<file path="src/rtl/hdmi_tile_rd_timing.sv">
// Raster timing generator with one-hot tiled frame-buffer read enables, pixel coordinates and frame strobe.
// Optional read-underflow monitor is compiled in when HDMI_RD_UNDERFLOW_EN is defined.
module hdmi_tile_rd_timing #(
    parameter int H_ACTIVE  = 1920,
    parameter int H_FP      = 88,
    parameter int H_SYNC    = 44,
    parameter int H_BP      = 148,
    parameter int V_ACTIVE  = 1080,
    parameter int V_FP      = 4,
    parameter int V_SYNC    = 5,
    parameter int V_BP      = 36,
    parameter bit HS_POL    = 1'b1,
    parameter bit VS_POL    = 1'b1,
    parameter int TILE_COLS = 2,
    parameter int TILE_ROWS = 2,
    parameter int CNT_W     = 12
) (
    input  logic                           hdmi_clk,
    input  logic                           sys_rst_n,
    input  logic                           timing_en,
    input  logic                           data_rd_valid,
    output logic                           hdmi_hs_out,
    output logic                           hdmi_vs_out,
    output logic                           hdmi_de_out,
    output logic [TILE_COLS*TILE_ROWS-1:0] tile_rden,
    output logic [3:0]                     tile_idx,
    output logic [CNT_W-1:0]               active_x,
    output logic [CNT_W-1:0]               active_y,
    output logic                           frame_start,
    output logic                           rd_underflow,
    output logic [15:0]                    underflow_cnt
);
    localparam int H_ACT_S = H_FP + H_SYNC + H_BP;
    localparam int H_TOTAL = H_ACT_S + H_ACTIVE;
    localparam int V_ACT_S = V_FP + V_SYNC + V_BP;
    localparam int V_TOTAL = V_ACT_S + V_ACTIVE;
    localparam int TILES   = TILE_COLS * TILE_ROWS;
    localparam int TILE_W  = H_ACTIVE / TILE_COLS;
    localparam int TILE_H  = V_ACTIVE / TILE_ROWS;

    localparam logic [CNT_W-1:0] CNT_ONE   = CNT_W'(1);
    localparam logic [CNT_W-1:0] CNT_ZERO  = CNT_W'(0);
    localparam logic [CNT_W-1:0] H_LAST    = CNT_W'(H_TOTAL - 1);
    localparam logic [CNT_W-1:0] V_LAST    = CNT_W'(V_TOTAL - 1);
    localparam logic [CNT_W-1:0] H_SYNC_LO = CNT_W'(H_FP);
    localparam logic [CNT_W-1:0] H_SYNC_HI = CNT_W'(H_FP + H_SYNC);
    localparam logic [CNT_W-1:0] V_SYNC_LO = CNT_W'(V_FP);
    localparam logic [CNT_W-1:0] V_SYNC_HI = CNT_W'(V_FP + V_SYNC);
    localparam logic [CNT_W-1:0] H_ACT_LO  = CNT_W'(H_ACT_S);
    localparam logic [CNT_W-1:0] V_ACT_LO  = CNT_W'(V_ACT_S);
    localparam logic [TILES-1:0] RDEN_ONE  = TILES'(1);

    generate
        if (TILE_COLS < 1 || TILE_COLS > 4 || TILE_ROWS < 1 || TILE_ROWS > 4) begin : g_chk_tiles
            $error("TILE_COLS and TILE_ROWS must each be in 1..4");
        end
        if ((H_ACTIVE % TILE_COLS) != 0 || (V_ACTIVE % TILE_ROWS) != 0) begin : g_chk_div
            $error("H_ACTIVE/V_ACTIVE must be divisible by TILE_COLS/TILE_ROWS");
        end
        if (CNT_W < 1 || CNT_W > 30 || H_TOTAL >= (1 << CNT_W) || V_TOTAL >= (1 << CNT_W)) begin : g_chk_cnt
            $error("CNT_W too small for H_TOTAL/V_TOTAL or out of range");
        end
    endgenerate

    logic [CNT_W-1:0] h_cnt_q, h_cnt_d, v_cnt_q, v_cnt_d;
    logic             hs_q, hs_d, vs_q, vs_d, de_q, de_d, fs_q, fs_d;
    logic [TILES-1:0] rden_q, rden_d;
    logic [3:0]       idx_q, idx_d;
    logic [CNT_W-1:0] x_q, x_d, y_q, y_d;

    logic             h_sync_s, v_sync_s, de_s, fs_s;
    logic [CNT_W-1:0] x_s, y_s;
    logic [3:0]       col_s, row_s, idx_s;

    // Counter advance; both counters are pinned to the frame origin while disabled.
    always_comb begin
        h_cnt_d = h_cnt_q;
        v_cnt_d = v_cnt_q;
        if (!timing_en) begin
            h_cnt_d = CNT_ZERO;
            v_cnt_d = CNT_ZERO;
        end else if (h_cnt_q == H_LAST) begin
            h_cnt_d = CNT_ZERO;
            v_cnt_d = (v_cnt_q == V_LAST) ? CNT_ZERO : (v_cnt_q + CNT_ONE);
        end else begin
            h_cnt_d = h_cnt_q + CNT_ONE;
        end
    end

    // Region decode of the current counters; tile position by counting crossed boundaries.
    always_comb begin
        h_sync_s = (h_cnt_q >= H_SYNC_LO) && (h_cnt_q < H_SYNC_HI);
        v_sync_s = (v_cnt_q >= V_SYNC_LO) && (v_cnt_q < V_SYNC_HI);
        de_s     = (h_cnt_q >= H_ACT_LO) && (v_cnt_q >= V_ACT_LO);
        x_s      = h_cnt_q - H_ACT_LO;
        y_s      = v_cnt_q - V_ACT_LO;
        col_s    = 4'd0;
        row_s    = 4'd0;
        for (int c = 1; c < TILE_COLS; c++) begin
            col_s = col_s + ((x_s >= CNT_W'(c * TILE_W)) ? 4'd1 : 4'd0);
        end
        for (int r = 1; r < TILE_ROWS; r++) begin
            row_s = row_s + ((y_s >= CNT_W'(r * TILE_H)) ? 4'd1 : 4'd0);
        end
        idx_s = (row_s * 4'(TILE_COLS)) + col_s;
        fs_s  = de_s && (x_s == CNT_ZERO) && (y_s == CNT_ZERO);
    end

    // Next values of the registered raster outputs; coordinates and tile index hold through blanking.
    always_comb begin
        hs_d   = ~HS_POL;
        vs_d   = ~VS_POL;
        de_d   = 1'b0;
        fs_d   = 1'b0;
        rden_d = {TILES{1'b0}};
        idx_d  = idx_q;
        x_d    = x_q;
        y_d    = y_q;
        if (!timing_en) begin
            idx_d = 4'd0;
            x_d   = CNT_ZERO;
            y_d   = CNT_ZERO;
        end else begin
            hs_d = h_sync_s ? HS_POL : ~HS_POL;
            vs_d = v_sync_s ? VS_POL : ~VS_POL;
            if (de_s) begin
                de_d   = 1'b1;
                fs_d   = fs_s;
                rden_d = RDEN_ONE << idx_s;
                idx_d  = idx_s;
                x_d    = x_s;
                y_d    = y_s;
            end else begin
                de_d   = 1'b0;
                rden_d = {TILES{1'b0}};
            end
        end
    end

    // Counter and output registers.
    always_ff @(posedge hdmi_clk) begin
        if (!sys_rst_n) begin
            h_cnt_q <= CNT_ZERO;
            v_cnt_q <= CNT_ZERO;
            hs_q    <= ~HS_POL;
            vs_q    <= ~VS_POL;
            de_q    <= 1'b0;
            fs_q    <= 1'b0;
            rden_q  <= {TILES{1'b0}};
            idx_q   <= 4'd0;
            x_q     <= CNT_ZERO;
            y_q     <= CNT_ZERO;
        end else begin
            h_cnt_q <= h_cnt_d;
            v_cnt_q <= v_cnt_d;
            hs_q    <= hs_d;
            vs_q    <= vs_d;
            de_q    <= de_d;
            fs_q    <= fs_d;
            rden_q  <= rden_d;
            idx_q   <= idx_d;
            x_q     <= x_d;
            y_q     <= y_d;
        end
    end

    assign hdmi_hs_out = hs_q;
    assign hdmi_vs_out = vs_q;
    assign hdmi_de_out = de_q;
    assign frame_start = fs_q;
    assign tile_rden   = rden_q;
    assign tile_idx    = idx_q;
    assign active_x    = x_q;
    assign active_y    = y_q;

`ifdef HDMI_RD_UNDERFLOW_EN
    logic        uf_s;
    logic        uf_flag_q, uf_flag_d;
    logic [15:0] uf_frame_q, uf_frame_d, uf_cnt_q, uf_cnt_d;

    // data_rd_valid qualifies the pixel currently presented on the de output.
    assign uf_s = de_q & ~data_rd_valid;

    // Per-frame saturating tally, snapshotted and restarted on the frame_start pixel.
    always_comb begin
        uf_flag_d  = uf_flag_q | uf_s;
        uf_cnt_d   = uf_cnt_q;
        uf_frame_d = uf_frame_q;
        if (fs_q) begin
            uf_cnt_d   = uf_frame_q;
            uf_frame_d = uf_s ? 16'd1 : 16'd0;
        end else if (uf_s && (uf_frame_q != 16'hFFFF)) begin
            uf_frame_d = uf_frame_q + 16'd1;
        end else begin
            uf_frame_d = uf_frame_q;
        end
    end

    // Underflow state registers; only reset clears them.
    always_ff @(posedge hdmi_clk) begin
        if (!sys_rst_n) begin
            uf_flag_q  <= 1'b0;
            uf_frame_q <= 16'd0;
            uf_cnt_q   <= 16'd0;
        end else begin
            uf_flag_q  <= uf_flag_d;
            uf_frame_q <= uf_frame_d;
            uf_cnt_q   <= uf_cnt_d;
        end
    end

    assign rd_underflow  = uf_flag_q;
    assign underflow_cnt = uf_cnt_q;
`else
    logic unused_rd_valid_s;
    assign unused_rd_valid_s = data_rd_valid;
    assign rd_underflow      = 1'b0;
    assign underflow_cnt     = 16'd0;
`endif

endmodule
</file>
<file path="config.mk">
export PLATFORM = sky130hd
export DESIGN_NAME = hdmi_tile_rd_timing
export DESIGN_NICKNAME = d
export VERILOG_FILES = /design/src/rtl/hdmi_tile_rd_timing.sv
export SDC_FILE = /design/constraint.sdc
export NUM_CORES = 1
export LEC_CHECK = 0
export ABC_AREA = 1
export CORE_ASPECT_RATIO = 1.4
export CORE_UTILIZATION = 35
export CTS_CLUSTER_SIZE = 8
export DETAILED_ROUTE_END_ITERATION = 10
export GPL_TIMING_DRIVEN = 1
export PLACE_DENSITY = 0.59
export SYNTH_ARGS = -nofsm -noshare
export SYNTH_HDL_FRONTEND = slang
export SYNTH_SLANG_ARGS = --single-unit
</file>
<file path="constraint.sdc">
create_clock -name hdmi_clk -period 2.39 [get_ports hdmi_clk]
set_input_delay 0.478 -clock hdmi_clk [delete_from_list [all_inputs] [get_ports hdmi_clk]]
set_output_delay 0.478 -clock hdmi_clk [all_outputs]
set_load 0.02 [all_outputs]
</file>
==> metrics, run 1 <==
unrepaired setup endpoints after global routing=false; post-synth top area share=0.366; # clock sinks=58; Crit. path cell count=11; critical path endpoint=active_y[7]; Cell Area, Synth=3170 µm²; DP HPWL=6060 µm; Most used DFF post-synth=dfxtp_1; number of remaining DRC errors=0; io pins=57; most area-consuming cells after synthesis=dfxtp_1 (37%), nand2_1 (9.6%), nor2_1 (6.9%); CP Capture Type=flop; WP buf/inv=3; Worst setup startpoint=v_cnt_q[0]; Final Cell Area=3880 µm²; Ys Warns=0; Max Cap Viol=0; Bufs on Longest Clock Path=2; CTS tree=built; final period utilization=0.792; TritonRoute pass-1 iters=4; status=finished clean; Initial DRC Count=113; pre-CTS WS=0.501 ns; diode count=0; Setup Buffers After CTS=0; routability cong.=0.875; cell taking the most area after synthesis=dfxtp_1; Final Hold Fails=0; Slowest cell on crit path=dfxtp_1; Setup crit start kind=flop; clock latency on the worst-skew pair=0.33 ns; All-Layer GR Usage=0.186; Max Fclk=528 MHz; most frequent cell after synthesis=nand2_1; Area Growth Syn to Fin=22.5%; Clock transition at path regs=~0.050 ns; peak supply drop=0.374 mV; Initial Util=0.364; cell depth of the worst flop-to-flop path=11; full die area=9450 µm²; first-pass GRT wire length=13200 µm; core outline area=roughly 8700 µm²; Period minus WS final=roughly 1.9 ns; grt ovf=0; WP data arrival=around 2.1 ns; cell family with most CP delay=simple AND/OR/NAND/NOR gates; Multi-input gate area=1640 µm²; die extent in x=about 80 µm; Finish-stage setup viols=0; final net count=508; Pleak=1.65 nW; placed cell area=3560 µm²; sequential share of the synthesized area=0.366; RR Endpoint=active_y[7]; CTS hold repair buffers=0; worst path required time=around 2.6 ns; Setup TNS Final=0 ns; Setup CP Type=reg2reg; vias per std cell=4.97; antenna violations before repair=0; Register-to-Register Setup Slack=0.50 ns; setup ws final=0.498 ns; H-Tree Depth=3; total power=between 2 and 2.5 mW; skew final=0.00751 ns; RR Startpoint=v_cnt_q[0]; IO Port Bufs=36; Routed WL=7820 µm; flop and latch count out of synthesis=58; Synth top cells by count=nand2_1 (81), dfxtp_1 (58), nor2_1 (58), inv_1 (48), nand3_1 (34); row count=40; largest net degree at the start of global routing=24; die span in y=115 µm; share of cells above drive strength 1=0.0837; vias in the first global route=2834; number of synthesized flops with an enable pin=0; Detail Route Antenna Nets=0; CTS Buf Count=9; root buf cell=clkbuf_16; post-DR wirelength/cell=12.9 µm; PostCTS Resize Cnt=0; Cells after Synth=458; worst-path maximum fanout=23; vias=3015; worst min-delay path class=reg2reg; Syn Area/Cell=6.92 µm²; post-synth cell types=34; Slew Viols, Final=0; P per Cell Area=about 620 nW/µm²; Core Util, Final=0.446; worst-path cell chain=inv_1, ha_1, nor2_1, nand2_2, nand3_2, nand3b_4, nand2_4, inv_2, buf_4, o21ai_0, a21oi_1; Fillers=908; Register Area=1160 µm²; asr flop ratio synth=0; Worst path max stage delay=0.30 ns
[cells in the final DEF (no fill, tap or decap), types with 2 or more instances in the layout]
cell,synthesis,final
nor4_1,4,4
conb_1,1,19
and3_1,2,2
nand3b_1,2,2
o21ai_1,7,7
dfxtp_1,58,58
nand2_2,3,3
nand3_1,34,34
clkdlybuf4s50_1,0,36
clkbuf_16,0,9
o21ai_0,27,27
inv_2,6,6
buf_4,21,9
clkinv_2,0,2
inv_1,48,48
a21oi_1,31,31
ha_1,7,7
nor3_1,14,14
nand2_1,81,81
xor2_1,10,10
bufinv_16,0,2
nor2_1,58,58
nand4_1,15,15
nor2_2,4,4
[metrics by stage]
step / hold WS [ns] / cells
finish: 0.464 / 607
global route: 0.492 / 607
CTS: 0.468 / 607
detailed placement: 0.460 / 591
global placement: 0.457 / 591
floorplan: 0.441 / 476
[cell families (layout without fill, tap and decap cells)]
group / after synthesis / in the layout / share of synthesized area
flops: 58 / 58 / 0.366
buf+inv: 89 / 115 / 0.138
fa+ha+maj: 7 / 7 / 0.0276
other cells: 1 / 19 / 0.00118
simple gates: 221 / 221 / 0.316
xor+xnor: 10 / 10 / 0.0276
compound gates: 72 / 72 / 0.124
[worst reg2reg max path, cell delays in order (launching register included)]
cell      delay [ns]
dfxtp_1         0.30
inv_1           0.15
ha_1            0.23
nor2_1          0.07
nand2_2         0.08
nand3_2         0.11
nand3b_4        0.19
nand2_4         0.14
inv_2           0.05
buf_4           0.20
o21ai_0         0.19
a21oi_1         0.05
[flip-flops by register name (all words and copies together) (netlist names), 2 cells and up]
register,cells
tile_idx,2
active_x,12
active_y,12
h_cnt_q,12
tile_rden,4
v_cnt_q,12
[area by class of cell]
| class | count | area share |
|---|---|---|
| clock buffer | 11 | 0.0625 |
| clock inverter | 5 | 0.0200 |
| inverter | 54 | 0.0522 |
| multi-input combinational | 329 | 0.422 |
| sequential | 58 | 0.299 |
| tap | 105 | 0.0338 |
| timing repair buffer | 45 | 0.110 |
[worst min path at each step]
| stage | from | depth (start not counted) | end | slack [ns] |
|---|---|---|---|---|
| final | active_y[11] | 2 | active_y[11] | 0.46 |
| after global routing | active_y[11] | 2 | active_y[11] | 0.49 |
| after CTS | active_y[11] | 2 | active_y[11] | 0.47 |
| after detailed placement | active_y[11] | 2 | active_y[11] | 0.46 |
| after global placement | h_cnt_q[0] | 1 | h_cnt_q[0] | 0.46 |
| after floorplan | h_cnt_q[0] | 1 | h_cnt_q[0] | 0.44 |
[layer usage]
layer | vias up | GRT usage | wire [µm] | part of all wire
li1 | 1537 | - | - | -
met1 | 1381 | 0.209 | 3260 | 0.42
met2 | 74 | 0.311 | 4000 | 0.51
met3 | 23 | 0.0422 | 292 | 0.037
met4 | 0 | 0.115 | 275 | 0.035
met5 | - | 0 | 0 | 0
[power by group]
group,switching [mW],internal (mW)
registers,0.00184,0.970
logic,0.0497,0.0135
clock network,0.432,0.935
total,0.484,1.92
No activity file was read; power rests on OpenSTA's default activity.
==> inputs of run 2 (changes only) <==
- clock period: 2.39 -> 1.75 ns (I/O delays scaled with it)
==> metrics, run 2 (synthesis results as in run 1) <==
Initial Util=0.364 (unchanged); largest net degree at the start of global routing=26 (+8.3%); Psw=0.696 mW (+44%); DP HPWL=6240 µm (+2.9%); Setup CP Type=reg2reg; Seq pwr share=0.413 (+0.008); unrepaired setup endpoints after global routing=true; Pleak=1.82 nW (+10%); die span in y=115 µm (unchanged); worst min-delay path class=reg2reg; part of the power in combinational logic=0.029 (+0.003); CTS hold repair buffers=0 (unchanged); post-DR wirelength/cell=13.3 µm (+3.3%); CTS tree=built; Cell Int Power=2.52 mW (+31%); Area Growth Syn to Fin=33.2%; WP buf/inv=2 (-1); Period minus WS final=1.67 ns (-0.227 ns); WP data arrival=1.89 ns (-0.21 ns); grt ovf=0 (unchanged); core outline area=8710 µm² (unchanged); share of cells above drive strength 1=0.182 (+0.0987); Bufs on Longest Clock Path=2 (unchanged); H-Tree Depth=3 (unchanged); vias per std cell=4.87 (-1.9%); Final Hold Fails=0 (unchanged); Sw Ratio=0.217 (+0.0155); Max Fclk=600 MHz (+14%); Final Cell Area=4220 µm² (+8.8%); io pins=57 (unchanged); clock latency on the worst-skew pair=0.33 ns (about the same); IO Port Bufs=36 (unchanged); P per Cell Area=761 nW/µm² (+23%); Slowest cell on crit path=dfxtp_1; CTS Buf Count=9 (unchanged); cell family with most CP delay=simple AND/OR/NAND/NOR gates; routability cong.=0.881 (+0.64%); vias in the first global route=2960 (+4.4%); All-Layer GR Usage=0.191 (+0.00540); Fillers=883 (-2.8%); root buf cell=clkbuf_16; number of remaining DRC errors=0 (unchanged); total power=3.21 mW (+34%); vias=3105 (+3.0%); final period utilization=0.952 (+0.160); setup ws final=0.0843 ns (-0.413 ns); worst path required time=1.98 ns (-0.62 ns); first-pass GRT wire length=13500 µm (+2.2%); die extent in x=82.4 µm (unchanged); clock share of power=0.559 (-0.010); commonest non-fill, non-tap cell in the layout=nand2_1; worst-path cell chain=ha_2, nor2_2, nand2_1, nand2_2, nand3_1, xor2_1, nor2_2, buf_4, buf_4, nand4_1, nor2_1; Initial DRC Count=161 (+42%); CP Capture Type=flop; Setup crit start kind=flop; Routed WL=8480 µm (+8.4%); status=finished clean; commonest cells after routing, fill and taps aside=nand2_1 (76), nor2_1 (54), dfxtp_1 (54), inv_1 (46), clkdlybuf4s50_1 (36); Slew Viols, Final=0 (unchanged); Worst path max stage delay=0.32 ns (+0.02 ns); row count=40 (unchanged); pre-CTS WS=-0.00597 ns (-0.507 ns); # clock sinks=58 (unchanged); Max Cap Viol=0 (unchanged); skew final=0.00705 ns (-0.000461 ns); diode count=0 (unchanged); full die area=9450 µm² (unchanged); antenna violations before repair=0 (unchanged); Finish-stage setup viols=0 (unchanged); placed cell area=3770 µm² (+5.8%); TritonRoute pass-1 iters=4 (unchanged); peak supply drop=0.480 mV (+29%); final net count=538 (+5.9%); worst-path maximum fanout=4 (-83%); Detail Route Antenna Nets=0 (unchanged); Clock transition at path regs=0.05 ns (about the same)
run 2: cell count changes in the layout (fill, tap and decap cells not counted), moves of 5 or more:
cell,previous run,this run
nand2_1,81,76
buf_4,9,35
nand2_2,3,8
o21ai_1,7,12
o21ai_0,27,21
run 2: worst reg2reg max path, cell delays in order (launching register included):
cell     delay [ns]
dfxtp_1        0.32
ha_2           0.22
nor2_2         0.11
nand2_1        0.09
nand2_2        0.08
nand3_1        0.09
xor2_1         0.22
nor2_2         0.07
buf_4          0.13
buf_4          0.12
nand4_1        0.08
nor2_1         0.04
run 2: timing repair:
action	in CTS	in global routing
setup endpoints to repair	0	33
setup buffers	0	3
gates resized for setup	0	37
run 2: cell type report:
| cell class | instances | area [µm²] | share of cell area |
|---|---|---|---|
| Sequential cell | 58 | 1170 | 0.276 |
| Tap cell | 105 | 131 | 0.0311 |
| Timing Repair Buffer | 75 | 694 | 0.164 |
| Clock inverter | 5 | 52.6 | 0.0124 |
| Multi-Input combinational cell | 329 | 1720 | 0.407 |
| Inverter | 54 | 208 | 0.0492 |
| Clock buffer | 11 | 253 | 0.0599 |
run 2: metal layers:
metal	up-vias	track usage	share of wire
met2	73	0.328	0.52
met3	21	0.0462	0.039
met5	-	0	0
met1	1406	0.214	0.41
li1	1605	-	-
met4	0	0.0982	0.026
run 2: power groups by stage:
stage	clock network, mW	logic, mW	registers (mW)
5_1_grt	1.89	0.103	1.32
2_1_floorplan	0	0.0974	1.35
6_report	1.79	0.0922	1.33
4_1_cts	1.84	0.0916	1.33
3_3_place_gp	0	0.0900	1.35
3_5_place_dp	0	0.0914	1.35
run 2: worst paths after layout:
kind | end | slack [ns] | startpoint | depth (start not counted)
worst max-delay path | frame_start | 0.08 | h_cnt_q[3] | 11
worst min-delay path | tile_idx[1] | 0.47 | tile_idx[1] | 2
worst max register to register | frame_start | 0.08 | h_cnt_q[3] | 11
worst min register to register | tile_idx[1] | 0.47 | tile_idx[1] | 2
run 2: metrics by stage:
| step | util | hold WS (ns) | setup TNS (ns) | std cells |
|---|---|---|---|---|
| global placement | 0.433 | 0.467 | 0 | 617 |
| CTS | 0.468 | 0.475 | 0 | 633 |
| detailed placement | 0.433 | 0.466 | -0.00597 | 617 |
| finish | 0.485 | 0.472 | 0 | 637 |
| floorplan | - | 0.441 | 0 | 476 |
| global route | 0.485 | 0.494 | -0.369 | 637 |
==> inputs of run 3 (changes only) <==
- CORE_MARGIN: unset -> 4
==> metrics, run 3 (synthesis results as in run 1) <==
first-pass GRT wire length=13800 µm (+2.3%); Core Util, Final=0.488 (+0.00330); final net count=537 (-0.19%); CP Capture Type=flop; Worst path max stage delay=0.52 ns (+0.20 ns); post-DR wirelength/cell=13.8 µm (+4.0%); root buf cell=clkbuf_16; cell depth of the worst flop-to-flop path=9 (-2); final period utilization=0.949 (-0.00303); Finish-stage setup viols=0 (unchanged); Crit. path cell count=9 (-2); Slowest cell on crit path=dfxtp_1; Final Hold Fails=0 (unchanged); vias per std cell=4.93 (+1.1%); clock latency on the worst-skew pair=0.33 ns (about the same); Bufs on Longest Clock Path=2 (unchanged); Worst Hold Depth=2 (unchanged); Max Fclk=602 MHz (+0.32%); # clock sinks=58 (unchanged); grt peak-use layer=met2; antenna violations before repair=0 (unchanged); IO Port Bufs=36 (unchanged); cell family with most CP delay=simple AND/OR/NAND/NOR gates; commonest cells after routing, fill and taps aside=nand2_1 (75), nor2_1 (56), dfxtp_1 (53), inv_1 (46), clkdlybuf4s50_1 (36); status=finished clean; Clock transition at path regs=0.05 ns (about the same); row count=40 (unchanged); Routed WL=8810 µm (+3.8%); worst-path cell chain=nor2_2, nand2_2, nand3_4, nand3b_4, nand2_4, inv_6, buf_12, o21ai_0, a21oi_1; WHS=0.473 ns (+0.00104 ns); diode count=0 (unchanged); worst path required time=1.95 ns (-0.03 ns); M2 GR Usage=0.292 (-0.0357); DP HPWL=6490 µm (+4.1%); Pleak=1.81 nW (-0.38%); peak supply drop=0.515 mV (+7.2%); Inst Count DP=616 (-0.16%); part of the power in combinational logic=0.031 (+0.002); full die area=10700 µm² (+13%); Max Cap Viol=0 (unchanged); P per Cell Area=740 nW/µm² (-2.7%); routability cong.=0.918 (+4.2%); unrepaired setup endpoints after global routing=true; worst-path maximum fanout=8 (+4); Detail Route Antenna Nets=0 (unchanged); io pins=57 (unchanged); met1 Use GR=0.180 (-0.0341); grt ovf=0 (unchanged); Setup crit start kind=flop; Psw=0.703 mW (+0.99%); vias in the first global route=3016 (+1.9%); core outline area=8710 µm² (unchanged); worst min-delay path class=reg2reg; Slew Viols, Final=0 (unchanged); commonest non-fill, non-tap cell in the layout=nand2_1; Fillers=877 (-0.68%); largest net degree at the start of global routing=31 (+19%); H-Tree Depth=3 (unchanged); WP data arrival=1.86 ns (-0.03 ns); Period minus WS final=1.66 ns (-0.00530 ns); All-Layer GR Usage=0.167 (-0.0243); met3 Usage GRT=0.0409 (-0.00532); CTS hold repair buffers=0 (unchanged); Initial DRC Count=123 (-24%); Seq pwr share=0.421 (+0.008); CTS Buf Count=9 (unchanged); vias=3134 (+0.93%); Setup CP Type=reg2reg; Sw Ratio=0.223 (+0.00664); Setup TNS Final=0 ns (unchanged); share of cells above drive strength 1=0.188 (+0.00599); Initial Util=0.364 (unchanged); die span in y=121 µm (+5.2%); clock share of power=0.548 (-0.011); non-filler cells, final=636 (-0.16%); number of remaining DRC errors=0 (unchanged); CTS tree=built; WP buf/inv=2 (unchanged); Cell Int Power=2.44 mW (-2.8%); Area Growth Syn to Fin=34.1%; TritonRoute pass-1 iters=4 (unchanged); die extent in x=88.4 µm (+7.3%); skew final=0.00593 ns (-0.00112 ns)
run 3: layout make-up:
type,instances,area [µm²],area share
tap,105,131,0.0309
inverter,54,208,0.0489
timing repair buffer,74,713,0.168
sequential,58,1170,0.275
clock buffer,9,225,0.0530
multi-input combinational,329,1740,0.408
clock inverter,7,70.1,0.0165
run 3: worst reg2reg max path: stages, from the launching register on:
cell and delay [ns]:
dfxtp_1 0.52, nor2_2 0.11, nand2_2 0.12, nand3_4 0.08, nand3b_4 0.17, nand2_4 0.13, inv_6 0.06, buf_12 0.14
o21ai_0 0.15, a21oi_1 0.06
run 3: what timing repair did:
item | 4_1_cts | 5_1_grt
gates cloned | 0 | 2
pin swaps | 0 | 8
gates resized for setup | 2 | 41
buffers inserted | 0 | 2
endpoints found under the setup margin | 7 | 43
run 3: routing by layer:
| layer | share of wire | wire length, µm |
|---|---|---|
| met1 | 0.41 | 3600 |
| met2 | 0.52 | 4550 |
| met3 | 0.047 | 415 |
| met4 | 0.027 | 242 |
| met5 | 0 | 0 |
run 3: final timing paths:
kind	end	startpoint	slack (ns)
hold / removal	tile_idx[1]	tile_idx[1]	0.47
hold reg to reg	tile_idx[1]	tile_idx[1]	0.47
setup reg to reg	active_x[5]	v_cnt_q[4]	0.09
setup / recovery	active_x[5]	v_cnt_q[4]	0.09
run 3: through the flow:
step           setup WS (ns)  power, mW  cell area, µm²
5_1_grt              -0.0246       3.24            4250
3_5_place_dp         -0.0299       1.45            3770
3_3_place_gp        -0.00764       1.45            3770
2_1_floorplan        0.00923       1.45            3240
4_1_cts             0.000762       3.18            4070
6_report              0.0896       3.15            4250
run 3: power by group through the flow:
| stage | sequential [mW] | clock (mW) | combinational, mW |
|---|---|---|---|
| after detailed placement | 1.35 | 0 | 0.0939 |
| final | 1.33 | 1.72 | 0.0963 |
| after global routing | 1.32 | 1.81 | 0.107 |
| after floorplan | 1.35 | 0 | 0.0974 |
| after global placement | 1.35 | 0 | 0.0934 |
| after CTS | 1.33 | 1.76 | 0.0942 |
